`src/rtl/bulls_cows_pkg.sv`:
```
// rtl/bulls_cows_pkg.sv - shared game-state type and width helpers for the arena
package bulls_cows_pkg;

    typedef enum logic [1:0] {
        SETUP = 2'd0,
        PLAY  = 2'd1,
        WIN   = 2'd2,
        DRAW  = 2'd3
    } state_t;

    // Total width of a code made of `digits` digits of `digit_w` bits each.
    function automatic int code_w(input int digits, input int digit_w);
        return digits * digit_w;
    endfunction

    // Bits needed to hold a count from 0 up to and including n.
    function automatic int count_w(input int n);
        return $clog2(n + 1);
    endfunction

    // Bits needed to index a player; never narrower than one bit.
    function automatic int player_w(input int players);
        return (players > 2) ? $clog2(players) : 1;
    endfunction

endpackage

```
`src/rtl/bulls_cows_scorer.sv`:
```
// rtl/bulls_cows_scorer.sv - combinational bulls/cows scorer and digit-distinctness check
module bulls_cows_scorer
    import bulls_cows_pkg::*;
#(
    parameter int DIGITS  = 4,
    parameter int DIGIT_W = 4
) (
    input  logic [code_w(DIGITS, DIGIT_W)-1:0] code_a,
    input  logic [code_w(DIGITS, DIGIT_W)-1:0] code_b,
    output logic [count_w(DIGITS)-1:0]         bulls,
    output logic [count_w(DIGITS)-1:0]         cows,
    output logic                               a_distinct
);

    localparam int CW = count_w(DIGITS);

    // Compare every digit of a against every digit of b; same-position hits are bulls,
    // cross-position hits are cows, and any repeated digit within a clears a_distinct.
    always_comb begin
        bulls      = '0;
        cows       = '0;
        a_distinct = 1'b1;
        for (int k = 0; k < DIGITS; k++) begin
            for (int j = 0; j < DIGITS; j++) begin
                if (code_a[k*DIGIT_W +: DIGIT_W] == code_b[j*DIGIT_W +: DIGIT_W]) begin
                    if (k == j) begin
                        bulls = bulls + CW'(1);
                    end else begin
                        cows = cows + CW'(1);
                    end
                end
                if ((j > k) && (code_a[k*DIGIT_W +: DIGIT_W] == code_a[j*DIGIT_W +: DIGIT_W])) begin
                    a_distinct = 1'b0;
                end
            end
        end
    end

endmodule

```
`src/rtl/bulls_cows_arena.sv`:
```
// rtl/bulls_cows_arena.sv - multi-player Bulls & Cows game core (setup, round-robin play, win/draw)
module bulls_cows_arena
    import bulls_cows_pkg::*;
#(
    parameter int DIGITS     = 4,
    parameter int DIGIT_W    = 4,
    parameter int PLAYERS    = 2,
    parameter int MAX_ROUNDS = 8
) (
    input  logic                               clock,
    input  logic                               reset,
    input  logic [code_w(DIGITS, DIGIT_W)-1:0] guess,
    input  logic                               confirm,
    output state_t                             state,
    output logic [player_w(PLAYERS)-1:0]       player,
    output logic [count_w(DIGITS)-1:0]         bulls,
    output logic [count_w(DIGITS)-1:0]         cows,
    output logic                               result_valid,
    output logic                               error,
    output logic [player_w(PLAYERS)-1:0]       winner,
    output logic [count_w(MAX_ROUNDS)-1:0]     round
);

    localparam int CODE_W = code_w(DIGITS, DIGIT_W);
    localparam int PW     = player_w(PLAYERS);
    localparam int CW     = count_w(DIGITS);
    localparam int RW     = count_w(MAX_ROUNDS);

    logic              confirm_q;
    logic [CODE_W-1:0] secret [PLAYERS];

    logic              commit;
    logic              last_player;
    logic [PW-1:0]     target;
    logic [CODE_W-1:0] target_code;
    logic [CW-1:0]     sc_bulls;
    logic [CW-1:0]     sc_cows;
    logic              sc_distinct;
    logic [RW-1:0]     round_inc;

    state_t            state_nxt;
    logic [PW-1:0]     player_nxt;
    logic [PW-1:0]     winner_nxt;
    logic [RW-1:0]     round_nxt;
    logic [CW-1:0]     bulls_nxt;
    logic [CW-1:0]     cows_nxt;
    logic              rv_nxt;
    logic              err_nxt;
    logic              secret_we;

    assign commit      = confirm & ~confirm_q;
    assign last_player = (player == PW'(PLAYERS - 1));
    assign target      = last_player ? '0 : player + PW'(1);
    assign round_inc   = round + RW'(1);
    // Only play scoring needs a real second operand; setup just uses a_distinct.
    assign target_code = (state == PLAY) ? secret[target] : '0;

    bulls_cows_scorer #(
        .DIGITS  (DIGITS),
        .DIGIT_W (DIGIT_W)
    ) u_scorer (
        .code_a     (guess),
        .code_b     (target_code),
        .bulls      (sc_bulls),
        .cows       (sc_cows),
        .a_distinct (sc_distinct)
    );

    // Register game state, counters, secrets and the one-cycle result/error pulses.
    always_ff @(posedge clock or posedge reset) begin
        if (reset) begin
            confirm_q    <= 1'b0;
            state        <= SETUP;
            player       <= '0;
            winner       <= '0;
            round        <= '0;
            bulls        <= '0;
            cows         <= '0;
            result_valid <= 1'b0;
            error        <= 1'b0;
            for (int i = 0; i < PLAYERS; i++) begin
                secret[i] <= '0;
            end
        end else begin
            confirm_q    <= confirm;
            state        <= state_nxt;
            player       <= player_nxt;
            winner       <= winner_nxt;
            round        <= round_nxt;
            bulls        <= bulls_nxt;
            cows         <= cows_nxt;
            result_valid <= rv_nxt;
            error        <= err_nxt;
            if (secret_we) begin
                secret[player] <= guess;
            end
        end
    end

    // Decide what a commit does in the current phase; terminal phases ignore commits.
    always_comb begin
        state_nxt  = state;
        player_nxt = player;
        winner_nxt = winner;
        round_nxt  = round;
        bulls_nxt  = bulls;
        cows_nxt   = cows;
        rv_nxt     = 1'b0;
        err_nxt    = 1'b0;
        secret_we  = 1'b0;
        if (commit && ((state == SETUP) || (state == PLAY))) begin
            if (!sc_distinct) begin
                err_nxt = 1'b1;
            end else if (state == SETUP) begin
                secret_we  = 1'b1;
                player_nxt = target;
                if (last_player) begin
                    state_nxt = PLAY;
                end
            end else begin
                bulls_nxt = sc_bulls;
                cows_nxt  = sc_cows;
                rv_nxt    = 1'b1;
                if (sc_bulls == CW'(DIGITS)) begin
                    state_nxt  = WIN;
                    winner_nxt = player;
                end else begin
                    player_nxt = target;
                    if (last_player) begin
                        round_nxt = round_inc;
                        if (round_inc == RW'(MAX_ROUNDS)) begin
                            state_nxt = DRAW;
                        end
                    end
                end
            end
        end
    end

endmodule

```
`config.mk`:
```
export PLATFORM = sky130hd
export DESIGN_NAME = bulls_cows_arena
export DESIGN_NICKNAME = d
export VERILOG_FILES = /design/src/rtl/bulls_cows_pkg.sv /design/src/rtl/bulls_cows_scorer.sv /design/src/rtl/bulls_cows_arena.sv
export SDC_FILE = /design/constraint.sdc
export NUM_CORES = 1
export LEC_CHECK = 0
export CORE_MARGIN = 1
export CORE_UTILIZATION = 40
export DETAILED_ROUTE_END_ITERATION = 16
export HOLD_SLACK_MARGIN = 0.1
export RECOVER_POWER = 25
export SETUP_SLACK_MARGIN = 0.4
export SYNTH_ARGS = -nofsm -noshare
export SYNTH_HDL_FRONTEND = slang
export SYNTH_SLANG_ARGS = --single-unit
```
`constraint.sdc`:
```
create_clock -name clock -period 7.1 [get_ports clock]
set_input_delay 1.065 -clock clock [delete_from_list [all_inputs] [get_ports clock]]
set_output_delay 1.065 -clock clock [all_outputs]
set_load 0.005 [all_outputs]
```
### Yosys cells after proc, flatten, opt, wreduce, memory -nomap -nowiden

Index checks and enable logic that the tools add are counted.

* register bits after elaboration: 49
* input bits: 19
* output and inout bits: 16
* logic and storage cells: 119

* add/sub/neg operators: 16
* magnitude comparators: 3
* equal/unequal tests: 27
* mux-type cells: 45
* bitwise operators: 6
* reduce and logical (&&, ||, !) cells: 11

Operators by type and width (count)
* $eq A4 B4 Y1: 22
* $mux W16: 5
* $mux W3: 14
* $add A3 B1 Y3 const B: 13
* $bwmux W32: 1
* $mux W1: 19
* $demux W16 S1: 1
* $mux W2: 5
* $reduce_and A5 Y1: 2
* $reduce_and A3 Y1: 2
* $add A4 B1 Y4 const B: 1
* $eq A4 B4 Y1 const B: 1
* $ge A2 B2 Y1 const B: 2
* $ne A2 B2 Y1 const B: 2
* $not A1 Y2: 2
* $reduce_and A4 Y1: 1
* $eq A3 B3 Y1 const B: 1
* $not A1 Y1: 3
* $reduce_bool A3 Y1: 1
* $add A1 B1 Y2 const B: 1
* $eq A2 B1 Y1 const B: 1
* $logic_and A1 B1 Y1: 2
* $logic_not A2 Y1: 1
* $lt A2 B1 Y1 const B: 1
* other kinds (4): 4

### Longest topological paths before layout

Gate-level depths: netlist of the first run.

* depth after elaboration: 31
* mapped depth: 41
* depth with buffers taken out: 37

### Modules after synthesis

From an unflattened synthesis of the first run, not the netlist that was laid out.

* cell total of the unflattened synthesis: 371
* area, all modules: 3966.3 um^2

By module, submodules not included
* bulls_cows_arena: times used 1, cells an instance 162, area each 2197.1 um^2, seq. area each 1226.2 um^2
* bulls_cows_scorer: times used 1, cells an instance 209, area each 1769.2 um^2, seq. area each 0.0 um^2

### Worst setup path after synthesis of the first run

OpenSTA, ideal clock, no wires.

* path kind: in2reg
* start: input guess[0]
* end: register cows[2]
* setup time: 0.140 ns
* arrival: 6.935 ns
* data required time: 6.960 ns
* path slack: 0.025 ns
* cell stages on the path: 33
* cells stage by stage: clkbuf_1 -> xnor2_1 -> nand4_1 -> inv_1 -> ha_1 -> nor3_1 -> nor2_2 -> inv_1 -> ha_1 -> xnor3_1 -> a22o_1 -> a211o_1 -> mux2_2 -> ha_1 -> nand2b_1 -> a32oi_1 -> xnor2_1 -> nor2_1 -> a21oi_1 -> ha_1 -> xnor2_1 -> o22a_1 -> o31a_1 -> ha_1 -> nand2_1 -> nand2_1 -> ha_1 -> nand2_1 -> xnor2_1 -> xnor2_1 -> xnor2_1 -> xnor2_1 -> a21oi_1

* cells in the longest elaborated chain, start to end: 24
* elaborated cells on any way between the ends: 36
* those cells by class: add/sub: 11; eq/ne: 6; mux: 18; reduce/logical: 1

Ends and longest elaborated chain
* start, declared: line bulls_cows_arena.sv:12 `input logic [code_w(DIGITS, DIGIT_W)-1:0] guess,`
* $eq A4 B4 Y1: line bulls_cows_scorer.sv:25 `if (code_a[k*DIGIT_W +: DIGIT_W] == code_b[j*DIGIT_W +: DIGIT_W]) begin`
* $mux W1: line bulls_cows_scorer.sv:25
* $add A1 B1 Y2: line bulls_cows_scorer.sv:29 `cows = cows + CW'(1);`
* $mux W3: line bulls_cows_scorer.sv:25
* $add A3 B1 Y3: line bulls_cows_scorer.sv:29
* $mux W3: line bulls_cows_scorer.sv:25
* $add A3 B1 Y3: line bulls_cows_scorer.sv:29
* $mux W3: line bulls_cows_scorer.sv:25
* (+8 left out)
* $add A3 B1 Y3
* $mux W3: line bulls_cows_scorer.sv:25
* $add A3 B1 Y3: line bulls_cows_scorer.sv:29
* $mux W3: line bulls_cows_scorer.sv:25
* $add A3 B1 Y3: line bulls_cows_scorer.sv:29
* $mux W3: line bulls_cows_scorer.sv:25
* $add A3 B1 Y3: line bulls_cows_scorer.sv:29
* $mux W3: line bulls_cows_scorer.sv:25
* end signal, assigned: line bulls_cows_arena.sv:91 `cows <= cows_nxt;`
* end, declared: line bulls_cows_arena.sv:17 `output logic [count_w(DIGITS)-1:0] cows,`

Several ways; a longest one is shown, not always the timed one.
A chain may end at the register's enable or synchronous reset.

### Final worst setup path of the first run

* start: register player
* end: register cows[2]

* cells in the longest elaborated chain, start to end: 31
* elaborated cells on any way between the ends: 42
* those cells by class: add/sub: 12; eq/ne: 12; mux: 17; bitwise: 1

Ends and longest elaborated chain
* start, declared: line bulls_cows_arena.sv:15 `output logic [player_w(PLAYERS)-1:0] player,`
* start signal, assigned: line bulls_cows_arena.sv:87 `player <= player_nxt;`
* $add A1 B1 Y1: line bulls_cows_arena.sv:53 `assign target = last_player ? '0 : player + PW'(1);`
* $mux W1 (*): line bulls_cows_arena.sv:53
* $not A1 Y2 (not written as such) (*): line bulls_cows_arena.sv:56 `assign target_code = (state == PLAY) ? secret[target] : '0;`
* $mux W16 (not written as such) (*) (3 in series): line bulls_cows_arena.sv:56
* $mux W16 (*): line bulls_cows_arena.sv:56
* $eq A4 B4 Y1: line bulls_cows_scorer.sv:25
* $mux W1: line bulls_cows_scorer.sv:25
* $add A1 B1 Y2: line bulls_cows_scorer.sv:29
* (+13 left out)
* $add A3 B1 Y3
* $mux W3: line bulls_cows_scorer.sv:25
* $add A3 B1 Y3: line bulls_cows_scorer.sv:29
* $mux W3: line bulls_cows_scorer.sv:25
* $add A3 B1 Y3: line bulls_cows_scorer.sv:29
* $mux W3: line bulls_cows_scorer.sv:25
* $add A3 B1 Y3: line bulls_cows_scorer.sv:29
* $mux W3 (*): line bulls_cows_scorer.sv:25

Every way passes the cells marked *; elsewhere a longest branch is shown, timed or not. The select of a mux whose other input is x is not followed.

==> run_results.csv, run 1 <==
group,metric,value,unit
setup_path,r2r-start,"player",
setup_path,worstPathMaxFanout,6,
timing,slew_headroom,-0.234,
yosys,yosysMostFrequentCell,"xnor2_1",
yosys,synthDistinctLibCells,61,
power,p_comb_frac,0.769,
setup_path,rr_endpoint,"cows[2]",
setup_path,cpMostUsedCell,"xnor2_1",
yosys,ys_seq_elements,49,
timing,period_share,0.939,
yosys,synthCells,443,
power,ir_drop,0.242,mV
job,drv_cap,1,
die,die_area,11200,µm²
cts,insertion_delay,320,ps
timing,slew_viol_final,50,
route,vias,3609,
yosys,synth_xor_xnor_area_share,0.245,
min_path,whs_path_depth,1,
yosys,syn_area,4330,µm²
die,start_util,0.415,
timing,skew,17.2,ps
cells_and_area,multi_input_area,3260,µm²
run_status,status,"complete, but fails checks",
yosys,yosysTopAreaCellShare,0.283,
cells_and_area,antenna_cells,0,
yosys,syn-num-nets,476,
timing,tightest_slew,1850,ps
placed_design,hpwl,7710,µm
route,vias_per_cell,5.38,
setup_path,cp.arrival,6860,ps
timing,fin_hold_ws,442,ps
timing,setup_viol,0,
route,drtIter0Drc,157,
cts,clock_path_buffers,2,
placed_design,place.gp.congestion,0.854,
setup_path,start_kind,"register",
cts,clkTransAtPathRegs,100,ps
setup_path,critPathMaxStageDelay,540,ps
cts,cts_tree,"yes",
cells_and_area,regArea,1230,µm²
global_routing,grt_max_degree,50,
timing,finalWorstSetupSlack,432,ps
yosys,synth_commonest_cells,"xnor2_1 (67), dfrtp_1 (49), mux2_2 (39), xor2_1 (39)",
yosys,synth-compound-area-share,0.0781,
cts,clkSinkCount,49,
cells_and_area,area_growth,33.6,%
setup_path,crit_type,"register to register",
placed_design,place_ws,-338,ps
setup_path,required,7300,ps
die,die_x,106,µm
setup_path,end_kind,"register",
yosys,synth-adder-area-share,0.0405,
power,power.leakage,2.41,nW
setup_path,ff2ff_setup_slack,430,ps
die,die_h,106,µm
yosys,ys.flop_type,"dfrtp_1",
yosys,synth_area_leaders,"dfrtp_1 (28%), xnor2_1 (14%), mux2_2 (10%)",
cells_and_area,nFillCells,895,
power,intPower,1.70,mW
cells_and_area,stdcell_count,671,
global_routing,grt_pass1_wl,17300,µm
cts,cts_made_buffers,5,
power,power.density,508,nW/µm²
global_routing,globalRouteTotalUtil,0.196,
yosys,yosys.area.top_type,"dfrtp_1",
route,routedWlPerCell,16.7,µm
yosys,synth_seq_area_share,0.283,
placed_design,placed_cells,619,
run_status,violations,"capacitance limit, slew limit",
global_routing,grt_pass1_vias,3519,
route,wirelength,11200,µm
yosys,synth-simple-area-share,0.151,
timing,min_period,6670,ps
timing,setup_tns,0,ps
yosys,yosysWarningCount,0,
setup_path,r2r_cells,36,
global_routing,antenna_found_initial,0,
die,coreArea,10400,µm²
route,drtPass1Iterations,4,
yosys,synth_top_family_by_area,"XOR/XNOR gates",
yosys,synth_mux_area_frac,0.144,
timing,rsz0062_at_grt,"true",
timing,finalHoldViolations,0,
timing,max_freq,150,MHz
min_path,hp-start,"confirm_q",
setup_path,cpMaxStageDelayCell,"or4_4",
die,num_rows,37,
die,ioPinCount,35,
global_routing,overflow,0,
yosys,postSynthAreaPerCell,9.77,µm²
cts,htreeDepth,2,
power,clockPowerShare,0.058,
route,final_antenna_net_count,0,
cells_and_area,final_util,0.555,
min_path,holdPathEnd,"error",
yosys,synthArstFlopShare,1.00,
cells_and_area,final_layout_size_suffix_gt1_frac,0.389,
power,p_seq_frac,0.173,
yosys,synth_edf_count,0,
cts,root_buffer,"clkbuf_8",
route,route.detailed.drc,0,
placed_design,numPortBuffers,34,
power,p_sw,1.24,mW
power,sw_frac_of_total,0.422,
min_path,worst_hold_path_type,"register to register",
cells_and_area,finalNetCount,567,
## flip-flops by register name, indices dropped and copies added (netlist names)
signal	flops
round	4
cows	3
bulls	3
state	2
secret	32
error	1
winner	1
confirm_q	1
result_valid	1
player	1
## cell usage in the layout (no fill, tap or decap), types with 5 or more instances in the layout
cell,instances
o21ai_0,8
xor2_1,39
nor2_1,17
nor2_4,9
nand2_1,21
clkdlybuf4s50_1,28
nor2_2,7
dfrtp_1,46
o21ai_1,6
xnor2_2,8
mux2i_1,7
xnor2_1,59
nand4_1,15
inv_1,11
buf_4,74
nor4_1,7
mux2i_4,8
nor3_1,9
ha_1,9
clkbuf_8,5
mux2_2,37
## final cells by class
type	count	area share
clock buffer	5	0.0119
clock inverter	3	0.00390
inverter	15	0.0102
multi-input combinational	349	0.563
sequential	49	0.213
tap	136	0.0294
timing repair buffer	114	0.169
## through the flow
step	cell area, µm²	total power, mW
final	5780	2.94
after global routing	5780	3.17
after CTS	5310	2.52
after detailed placement	4980	2.17
after global placement	4980	2.13
after floorplan	4400	1.78
## worst max-delay path, delay by kind of cell, from the launching register on
kind                       cells  cell delay (ps)
xor gates and xnor gates       8             1190
AOI/OAI and AO/OA              7              890
adders and majority gates      5             1220
buffers and inverters          3              510
and+or+nand+nor               10             1630
muxes                          3              620
DFF                            1              490
## cell families after synthesis
| group | after synthesis |
|---|---|
| DFF | 49 |
| AOI/OAI and AO/OA | 50 |
| buffers and inverters | 46 |
| adders and majority gates | 14 |
| and+or+nand+nor | 115 |
| xor gates and xnor gates | 112 |
| muxes | 57 |
## repair_timing
item                                    CTS  global route
pin swaps                                15            41
endpoints found under the setup margin    2             2
setup buffers                            16            26
hold buffers                              0             0
cloned                                    0             2
resized for setup                        38            54
## power by group through the flow
stage               logic (mW)  clock network (mW)  registers [mW]
finish                    2.26               0.171           0.508
global route              2.46               0.187           0.524
CTS                       1.86               0.175           0.483
detailed placement        1.70                   0           0.478
global placement          1.66                   0           0.471
floorplan                 1.32                   0           0.459
## routing by layer
layer	vias up	track usage	wire [µm]
li1	1727	-	-
met2	79	0.341	5640
met1	1771	0.242	4820
met3	32	0.0270	315
met5	-	0	0
met4	0	0.0843	407
## how the worst max path moves through the flow
stage,start,endpoint
final,player,cows[2]
after global routing,player,cows[2]
after CTS,state[1],cows[2]
after detailed placement,guess[1],cows[2]
after global placement,guess[0],cows[2]
after floorplan,guess[2],cows[2]
Note: power is estimated with default switching activity, not from simulation.
==> run 2, diff against run 1 <==
- SLEW_MARGIN: default -> 10
==> results of run 2 <==
Final layout, timing and power as in run 1 (identical DEF).
==> RTL change (settings of run 2) <==
Reset style: synchronous (`reset`), changed in one clocked block.
--- a/src/rtl/bulls_cows_arena.sv
+++ b/src/rtl/bulls_cows_arena.sv
@@ -68,5 +68,5 @@
 
     // Register game state, counters, secrets and the one-cycle result/error pulses.
-    always_ff @(posedge clock or posedge reset) begin
+    always_ff @(posedge clock) begin
         if (reset) begin
             confirm_q    <= 1'b0;
Function: differs if reset is asserted again (counterexample within 4 cycles, from zero or initial values and one cycle with reset high); with reset held inactive, the same outputs for 4 cycles.
==> RTL change against run 2 <==
Final area fell by 4.6%; worst setup slack improved by 0.14 ns; routed wire length fell by 4.8%; area after synthesis shrank 0.26%; non-clock buffer count decreased by 27; sequential cell count unchanged; critical path depth up 1; maximum frequency rose by 2.2%; utilization shrank 2.5 points; largest cell class unchanged.
Power is left out: it rests on default switching activity, and per cell area and clock period it moved more than threefold.
==> RTL change: results <==
INSERT INTO impl_metrics (metric_group, metric, value, unit) VALUES
('timing', 'worst_margin_pin_slew', '0.951', 'ns'),
('logic_synthesis', 'post_synth_edffs', '32', ''),
('worst_setup_path', 'ff2ff_setup_slack', '0.57', 'ns'),
('timing', 'clock_skew', '0.00786', 'ns'),
('logic_synthesis', 'post_synth_fa_ha_maj_area_fraction', '4.06', '%'),
('worst_setup_path', 'worst_path_slowest_cell', 'sky130_fd_sc_hd__dfxtp_1', ''),
('layout', 'num-clock-buffers', '6', ''),
('clock_network', 'cts_resized', '13', ''),
('outcome', 'status', 'completed', ''),
('logic_synthesis', 'ys_top_cells_by_count', '72 x sky130_fd_sc_hd__xnor2_1, 37 x sky130_fd_sc_hd__nor2_1, 37 x sky130_fd_sc_hd__xor2_1, 34 x sky130_fd_sc_hd__and2_1, 32 x sky130_fd_sc_hd__edfxtp_1', ''),
('worst_setup_path', 'worst-endpoint-arrival', '6.74', 'ns'),
('logic_synthesis', 'yosys.area_share.xor_xnor', '25.7', '%'),
('layout', 'clock_area_share', '2.40', '%'),
('worst_setup_path', 'path_max_fanout', '9', ''),
('layout', 'share_of_post_route_cells_with_drive_strength_above_1', '24.7', '%'),
('logic_synthesis', 'synth_fp_nets', '485', ''),
('layout', 'final_nets', '550', ''),
('layout', 'num-nonclk-inverters', '16', ''),
('layout', 'final-seq-area', '1310', 'um2'),
('route', 'met1_length', '4590', 'um');
==> RTL change: worst paths after layout <==
check,start,to,depth (start not counted)
min,bulls[0]$_SDFFE_PP0P_,bulls[0]$_SDFFE_PP0P_,2
max,player$_SDFFE_PP0P_,cows[2]$_SDFFE_PP0P_,37
min reg2reg,bulls[0]$_SDFFE_PP0P_,bulls[0]$_SDFFE_PP0P_,2
max reg2reg,player$_SDFFE_PP0P_,cows[2]$_SDFFE_PP0P_,37
==> RTL change: stage by stage <==
| stage | setup slack [ns] | util (%) | hold slack, ns | instance area [um2] | TNS [ns] |
|---|---|---|---|---|---|
| after global routing | 0.0964 | 53.0 | 0.527 | 5520 | 0 |
| final | 0.575 | 53.0 | 0.494 | 5520 | 0 |
| after detailed placement | -0.227 | 48.3 | 0.480 | 5030 | -0.227 |
| after floorplan | 0.418 | - | 0.479 | 4420 | 0 |
| after global placement | -0.134 | 48.3 | 0.472 | 5030 | -0.134 |
| after CTS | 0.403 | 49.7 | 0.505 | 5180 | 0 |
